## src/rtl/bufram_reorder_pp.sv

```systemverilog
// Ping-pong reorder buffer: natural-order writes into one bank, permuted reads (natural/rotate/bit-reverse) from the other.
// Latency: slot j of frame k is on DOR/DOI after ED edge (k+1)*N+j; RDY marks the first output after START.
// Backpressure: none; ED gates every state change, so the stream stalls in place while ED is low.
module bufram_reorder_pp #(
    parameter int NB   = 16,
    parameter int LOGN = 5,
    parameter int ROT  = 2
) (
    input  logic            CLK,
    input  logic            RST,
    input  logic            ED,
    input  logic            START,
    input  logic [1:0]      MODE,
    input  logic [NB-1:0]   DR,
    input  logic [NB-1:0]   DI,
    output logic            RDY,
    output logic [NB-1:0]   DOR,
    output logic [NB-1:0]   DOI,
    output logic [LOGN-1:0] OIDX
);

    localparam int N = 1 << LOGN;
    localparam logic [LOGN+1:0] CT_SAT = (LOGN+2)'(N + 1);
    localparam logic [LOGN+1:0] CT_RDY = (LOGN+2)'(N);

    logic [LOGN:0]    addr_q, addr_d;
    logic [LOGN+1:0]  ct_q, ct_d;
    logic [1:0]       mode_q, mode_d;
    logic             rdy_q, rdy_d;
    logic [LOGN-1:0]  oidx_q, oidx_d;
    logic [2*NB-1:0]  rd_dat_q;

    logic             wr_en;
    logic             rd_en;
    logic [LOGN-1:0]  rd_slot;
    logic [LOGN:0]    rd_addr;

    logic [2*NB-1:0]  mem [2*N];

    function automatic logic [LOGN-1:0] perm(input logic [LOGN-1:0] j, input logic [1:0] m);
        logic [LOGN-1:0] p;
        p = j;
        case (m)
            2'd1:    p = (j >> ROT) | (j << (LOGN - ROT));
            2'd2:    p = {<<{j}};
            default: p = j;
        endcase
        return p;
    endfunction

    // The read slot is the write index; reads always hit the bank not being written.
    assign rd_slot = perm(addr_q[LOGN-1:0], mode_q);
    assign rd_addr = {~addr_q[LOGN], rd_slot};

    always_comb begin
        addr_d = addr_q;
        ct_d   = ct_q;
        mode_d = mode_q;
        rdy_d  = 1'b0;
        oidx_d = oidx_q;
        wr_en  = 1'b0;
        rd_en  = 1'b0;
        if (!RST) begin
            if (START) begin
                addr_d = '0;
                ct_d   = '0;
                mode_d = MODE;
            end else if (ED) begin
                wr_en  = 1'b1;
                rd_en  = 1'b1;
                oidx_d = rd_slot;
                addr_d = addr_q + (LOGN+1)'(1);
                if (ct_q != CT_SAT) begin
                    ct_d = ct_q + (LOGN+2)'(1);
                end
                rdy_d = (ct_q == CT_RDY);
                // Mode sampled on the last write of a frame governs that frame's readout.
                if (&addr_q[LOGN-1:0]) begin
                    mode_d = MODE;
                end
            end
        end
    end

    always_ff @(posedge CLK) begin
        if (RST) begin
            addr_q <= '0;
            ct_q   <= CT_SAT;
            mode_q <= '0;
            rdy_q  <= 1'b0;
            oidx_q <= '0;
        end else begin
            addr_q <= addr_d;
            ct_q   <= ct_d;
            mode_q <= mode_d;
            rdy_q  <= rdy_d;
            oidx_q <= oidx_d;
        end
    end

    always_ff @(posedge CLK) begin
        if (wr_en) begin
            mem[addr_q] <= {DR, DI};
        end
    end

    always_ff @(posedge CLK) begin
        if (RST) begin
            rd_dat_q <= '0;
        end else if (rd_en) begin
            rd_dat_q <= mem[rd_addr];
        end
    end

    assign RDY  = rdy_q;
    assign DOR  = rd_dat_q[2*NB-1:NB];
    assign DOI  = rd_dat_q[NB-1:0];
    assign OIDX = oidx_q;

endmodule

```

## config.mk

```make
export PLATFORM = sky130hd
export DESIGN_NAME = bufram_reorder_pp
export DESIGN_NICKNAME = d
export VERILOG_FILES = /design/src/rtl/bufram_reorder_pp.sv
export SDC_FILE = /design/constraint.sdc
export NUM_CORES = 2
export LEC_CHECK = 0
export CORE_MARGIN = 8
export CORE_UTILIZATION = 45
export DETAILED_ROUTE_END_ITERATION = 16
export HOLD_SLACK_MARGIN = 0.03
export SLEW_MARGIN = 25
export SYNTH_ARGS = -nofsm -noshare
export SYNTH_HDL_FRONTEND = slang
export SYNTH_SLANG_ARGS = --single-unit
```

## constraint.sdc

```tcl
create_clock -name CLK -period 3.68 [get_ports CLK]
set_clock_uncertainty 0.15 [all_clocks]
set_input_delay 0.736 -clock CLK [delete_from_list [all_inputs] [get_ports CLK]]
set_output_delay 0.736 -clock CLK [all_outputs]
set_load 0.005 [all_outputs]
```

Word-level counts from Yosys, hierarchy flattened
Memory sizes are Yosys's and may differ from the RTL's. A register that Yosys moved wholly into a read port is not among the register bits.
Cells that the tools add are included.

storage, ports and cells
  register bits after elaboration = 21
  memory bits (writable) = 2048
  input port bits = 38
  output and inout bits = 38
  word-level logic and storage cells = 39
  memories kept = 1

operators by class
  $add $sub $neg = 2
  equal/unequal tests = 4
  multiplexer cells = 12
  bitwise operators = 4
  reduce and logical (&&, ||, !) cells = 10

memory list
  memory  depth  bits a word  read ports  clocked after Yosys merged registers in  write ports  RTL line  RTL
  mem     64     32           1           1                                        1            38        logic [2*NB-1:0] mem [2*N];

operators with widths
  operator               number
  $mux W6                3
  $pmux W5 S2            1
  $reduce_and A2 Y1      4
  $add A7 B1 Y7 const B  1
  $eq A7 B6 Y1 const B   1
  $ne A7 B6 Y1 const B   1
  $add A6 B1 Y6 const B  1
  $mux W2                3
  $reduce_bool A2 Y1     3
  $mux W1                5
  $or A3 B5 Y5           1
  $reduce_and A5 Y1      1
  $not A1 Y1             3
  $reduce_or A3 Y1       1
  $eq A2 B1 Y1 const B   1
  $eq A2 B2 Y1 const B   1
  $reduce_or A2 Y1       1

Longest topological paths before layout
  depth in word-level cells = 5
  gate-level depth with buffers = 16
  depth with buffers taken out = 9

Worst setup path after synthesis
OpenSTA, ideal clock, no wires.

  path type = input-to-reg
  start = input ED
  end = memory mem[47][0] (netlist name), enable pin
  setup time = 421 ps
  data arrival time = 3347 ps
  data required time = 3109 ps
  path slack = -238 ps
  stages = 7
  buffers on the path = 2
  path through = buf_2 -> nor2b_1 -> clkbuf_1 -> nor2b_1 -> and2_1 -> nand3_1 -> nor2_1

on the way
  longest elaborated chain between the ends = 5

ends and longest elaborated chain
  item                           RTL line  RTL
  from (decl)                    11        input logic ED,
  $mux W1                        68        end else if (ED) begin
  $mux W1                        64        if (START) begin
  $mux W1                        63        if (!RST) begin
  $mux W1                        102       if (wr_en) begin
  $mux W1 (implied by the code)  103       mem[addr_q] <= {DR, DI};
  to (decl)                      38

Every way passes these cells.

Final worst setup path
  start = register mode_q[1]
  end = register rd_dat_q[5] (read register of mem)

on the way
  longest elaborated chain between the ends = 2
  elaborated cells between the ends (all ways) = 3
  classes of those cells = eq/ne (2); mux (1)

ends and longest elaborated chain
  item                                                 RTL line  RTL
  from (decl)                                          28        logic [1:0] mode_q, mode_d;
  from (signal assigned)                               95        mode_q <= mode_d;
  $eq A2 B2 Y1 / $eq A2 B1 Y1 (equally long branches)  43        case (m)
  $pmux W5 S2 (*)                                      43
  to (decl)                                            31        logic [2*NB-1:0] rd_dat_q;

Mark *: on every way between the ends. The rest lies on a longest branch, timed or not.
A chain may end at the register's enable or synchronous reset.

==> summary.txt <==
Clocking
  • Clock tree sinks: 2101
  • CTS tree: yes
  • Clock buffer depth: 3
  • Clock Latency Late Sink: 0.84 ns
  • Clock root buffer: sky130_fd_sc_hd__clkbuf_16
  • Number of clock buffers inserted by TritonCTS: 209
  • CTS H-Tree Depth: 4
  • Clock transition time at the flip-flop clock pins of the worst setup and hold paths: 0.06 ns

Place
  • DP Wirelength: 144000 um
  • Cells after DPL: 8190
  • Standard cell area after detailed placement: 0.0904 mm2
  • Pre-CTS setup slack: -0.335 ns
  • Final RePlAce weighted congestion: approximately 0.84
  • Count of input and output buffers: 75

Hold path
  • Class of the most critical hold timing path: in2reg
  • Worst Hold Endpoint: mem[15][0]
  • WHS Path Cells: 1
  • Worst Min Path Start: DI[0]

Power and ir drop
  • Pwr/cell area: about 530 mW/mm2
  • VDD IR-drop max: roughly 0.43 mV
  • Static leakage power: about 0.033 uW

Routing
  • First-iteration detailed-routing DRC count: 5892
  • Average via count per standard cell: approximately 5.9
  • DRC errors left: 0
  • Detail Route Antenna Nets: 0
  • DR pass1 iterations: 6
  • Vias after detailed routing: approximately 51k
  • Avg WL per Cell: 28.3 um
  • Routed wire length: 243000 um

Yosys
  • Portion of synthesized cell area occupied by the leading cell type: about three quarters
  • Number of storage elements in the synthesis netlist: 2101
  • Mean Syn Cell Area: 14.9 um2
  • Cell Area, Synth: 0.0827 mm2
  • Commonest register cell after synthesis: sky130_fd_sc_hd__edfxtp_1
  • Most area-consuming cells after synthesis: sky130_fd_sc_hd__edfxtp_1, sky130_fd_sc_hd__nand2_1, sky130_fd_sc_hd__mux2i_1, sky130_fd_sc_hd__nand3_1, sky130_fd_sc_hd__dfxtp_1
  • Library cells used by synthesis: 70
  • Cell count after synthesis: 5558
  • Cell type with the highest aggregate area in the netlist: sky130_fd_sc_hd__edfxtp_1
  • Nets in the synthesized netlist: 5603
  • Proportion of synthesized chip area in sequential cells: 75.7%
  • Count of flip-flops with a built-in enable after synthesis: 2048
  • Syn. warnings: 0
  • Share of synthesized flip-flops with an asynchronous set or reset: 0%

Floorplanning
  • Number of top-level pins: 76
  • Width of the die: 445 um
  • Area of the core: 0.183 mm2
  • Effective utilization at floorplan: a little under half
  • Floorplan die area: 0.198 mm2
  • Rows: 157
  • Chip Height: 445 um

STA
  • Final Max Slew Viols: 0
  • Tightest Pin Transition: 1.07 ns
  • Period Utilization, post-route: 97.6%
  • RSZ-0062 raised after global routing: false
  • Sum of negative setup slack: 0 ns
  • Count of endpoints failing hold in the final timing report: 0
  • Maximum operating frequency: 279 MHz
  • Number of endpoints failing setup at the final stage: 0
  • Worst Slack Setup Final: 0.0895 ns
  • Relative slew slack: 28.8%
  • Final critical path time including I/O delays and setup: 3.59 ns

Cells and area
  • Cell area after layout: around 0.1 mm2
  • Share of post-route cells with drive strength above 1: about 16%
  • Syn-to-layout area delta: 17.7%
  • Number of nets in the layout: 5988
  • Non-filler instance count after layout: 8591
  • Final cell utilization of the core: ~53%

Critical path
  • Capture instance of the worst register-to-register path: rd_dat_q[5]
  • Delay contributed by the slowest stage of the critical path: 0.48 ns
  • Worst Path Arrival: between 4 and 5 ns
  • Startpoint of the worst register-to-register path: mode_q[1]
  • CP startpoint kind: register
  • Biggest fanout along the worst timing path: 15
  • Critical path capture point type: register
  • Worst EP required: around 4.2 ns
  • Cell with the largest stage delay on the worst path: sky130_fd_sc_hd__o211ai_1
  • Most numerous cell on the critical path: sky130_fd_sc_hd__buf_12
  • Worst Reg2Reg Path Length in Cells: 12
  • Cells along the critical path: inv_1 > ha_2 > a22o_1 > o21ai_4 > buf_12 > buf_12 > buf_12 > mux2_2 > o211ai_1 > nand4_1 > o211ai_1 > a2bb2oi_1
  • Setup slack of the most critical reg-to-reg path: between 0.08 and 0.09 ns
  • Setup CP Type: reg2reg

Global route
  • Vias in the first global route: 49.3k
  • Pin count of the biggest net entering global routing: 112
  • All-Layer GR Usage: a little under a quarter
  • Antenna violations before repair: 9
  • First-pass GRT wire length: 349000 um
  • Global route overflow: 0

Flow run
  • Number of max-cap violations: 0

Run status
  • Result of the run: completed
layout make-up:
| class | count | area, um2 |
|---|---|---|
| tap | 2464 | 3080 |
| fill | 14800 | 85500 |
| antenna | 2 | 5.00 |
| timing repair buffer | 522 | 5930 |
| clock buffer | 273 | 5650 |
| inverter | 41 | 154 |
| multi-input combinational | 3068 | 18800 |
| clock inverter | 120 | 1120 |
| sequential | 2101 | 62600 |
metal layers:
| metal | vias up | global-route usage [%] | share of wire, % | routed length (um) |
|---|---|---|---|---|
| met2 | 2305 | 38.7 | 47 | 115000 |
| li1 | 22000 | - | - | - |
| met5 | - | 0 | 0 | 0 |
| met1 | 25900 | 33.3 | 41 | 99100 |
| met4 | 0 | 8.22 | 3.6 | 8700 |
| met3 | 409 | 3.72 | 8.2 | 19900 |
cell usage in the layout (no fill, tap or decap), types with 50 or more instances in the layout:
master	count
sky130_fd_sc_hd__clkbuf_16	214
sky130_fd_sc_hd__edfxtp_1	2048
sky130_fd_sc_hd__nand2_1	1152
sky130_fd_sc_hd__buf_4	297
sky130_fd_sc_hd__nand4_1	77
sky130_fd_sc_hd__o221ai_1	62
sky130_fd_sc_hd__nor2_4	70
sky130_fd_sc_hd__dfxtp_1	53
sky130_fd_sc_hd__nand3_1	553
sky130_fd_sc_hd__mux2i_1	375
sky130_fd_sc_hd__o211ai_1	130
sky130_fd_sc_hd__a31oi_1	59
sky130_fd_sc_hd__clkinv_1	50
sky130_fd_sc_hd__a21oi_1	111
sky130_fd_sc_hd__buf_12	146
critical path: cells and delay by family, from the launching register on:
kind                     cells  cell delay, ns
adder cells (fa/ha/maj)      1            0.23
AO/OA/AOI/OAI                5            1.32
flip-flops                   1            0.40
AND/OR/NAND/NOR              1            0.38
multiplexers                 1            0.34
buffers and inverters        4            0.56
sequential cells by signal, indices dropped and copies added, names as in the netlist:
signal	flops
mem	2048
rd_dat_q	32
ct_q	7
addr_q	6
OIDX	5
mode_q	2
RDY	1
Yosys cell counts (35+ instances only):
cell,instances
sky130_fd_sc_hd__a32oi_1,35
sky130_fd_sc_hd__inv_1,41
sky130_fd_sc_hd__mux2_2,47
sky130_fd_sc_hd__edfxtp_1,2048
sky130_fd_sc_hd__buf_4,43
sky130_fd_sc_hd__o221ai_1,62
sky130_fd_sc_hd__dfxtp_1,53
sky130_fd_sc_hd__a31oi_1,59
sky130_fd_sc_hd__nor2_1,121
sky130_fd_sc_hd__mux2i_1,375
sky130_fd_sc_hd__o21ai_0,35
sky130_fd_sc_hd__a21oi_1,111
sky130_fd_sc_hd__nand4_1,77
sky130_fd_sc_hd__o211ai_1,130
sky130_fd_sc_hd__nand3_1,553
sky130_fd_sc_hd__buf_2,86
sky130_fd_sc_hd__clkbuf_1,168
sky130_fd_sc_hd__nand2_1,1154
what timing repair did:
item | 4_1_cts | 5_1_grt
setup endpoints to repair | 5 | 14
pin swaps | 2 | 4
hold buffers | 0 | 0
resized for setup | 3 | 6
cloned | 2 | 2
setup buffers | 2 | 1
how the worst max path moves through the flow:
stage	startpoint	endpoint	slack, ns	cells after the start
final	mode_q[1]	rd_dat_q[5]	0.09	12
after global placement	ED	rd_dat_q[3]	-0.36	11
after floorplan	ED	mem[47][0]	-0.24	7
after detailed placement	ED	rd_dat_q[3]	-0.34	11
after CTS	mode_q[1]	rd_dat_q[7]	0.07	14
after global routing	mode_q[0]	rd_dat_q[17]	0.005	14
power by group:
group	total (uW)	internal [uW]	switching [uW]
Sequential	26300	26300	65.8
Combinational	3970	1440	2530
Clock	21000	11900	9130
cell families (layout without fill, tap and decap cells):
logic type	after synthesis	count (layout)	synth area share, %
AO/OA/AOI/OAI	610	610	5.34
AND/OR/NAND/NOR	1988	1988	10.4
buffers and inverters	389	956	2.32
XOR/XNOR	9	9	0.0953
flip-flops	2101	2101	75.7
multiplexers	454	454	6.05
other	0	2	0
adder cells (fa/ha/maj)	7	7	0.106
through the flow:
| step | hold slack [ns] | total power, uW |
|---|---|---|
| after global routing | 0.161 | 52800 |
| after CTS | 0.132 | 51600 |
| after floorplan | 0.310 | 28900 |
| final | 0.177 | 51400 |
| after detailed placement | 0.340 | 30700 |
| after global placement | 0.337 | 30700 |
(Power assumes the default switching activity.)
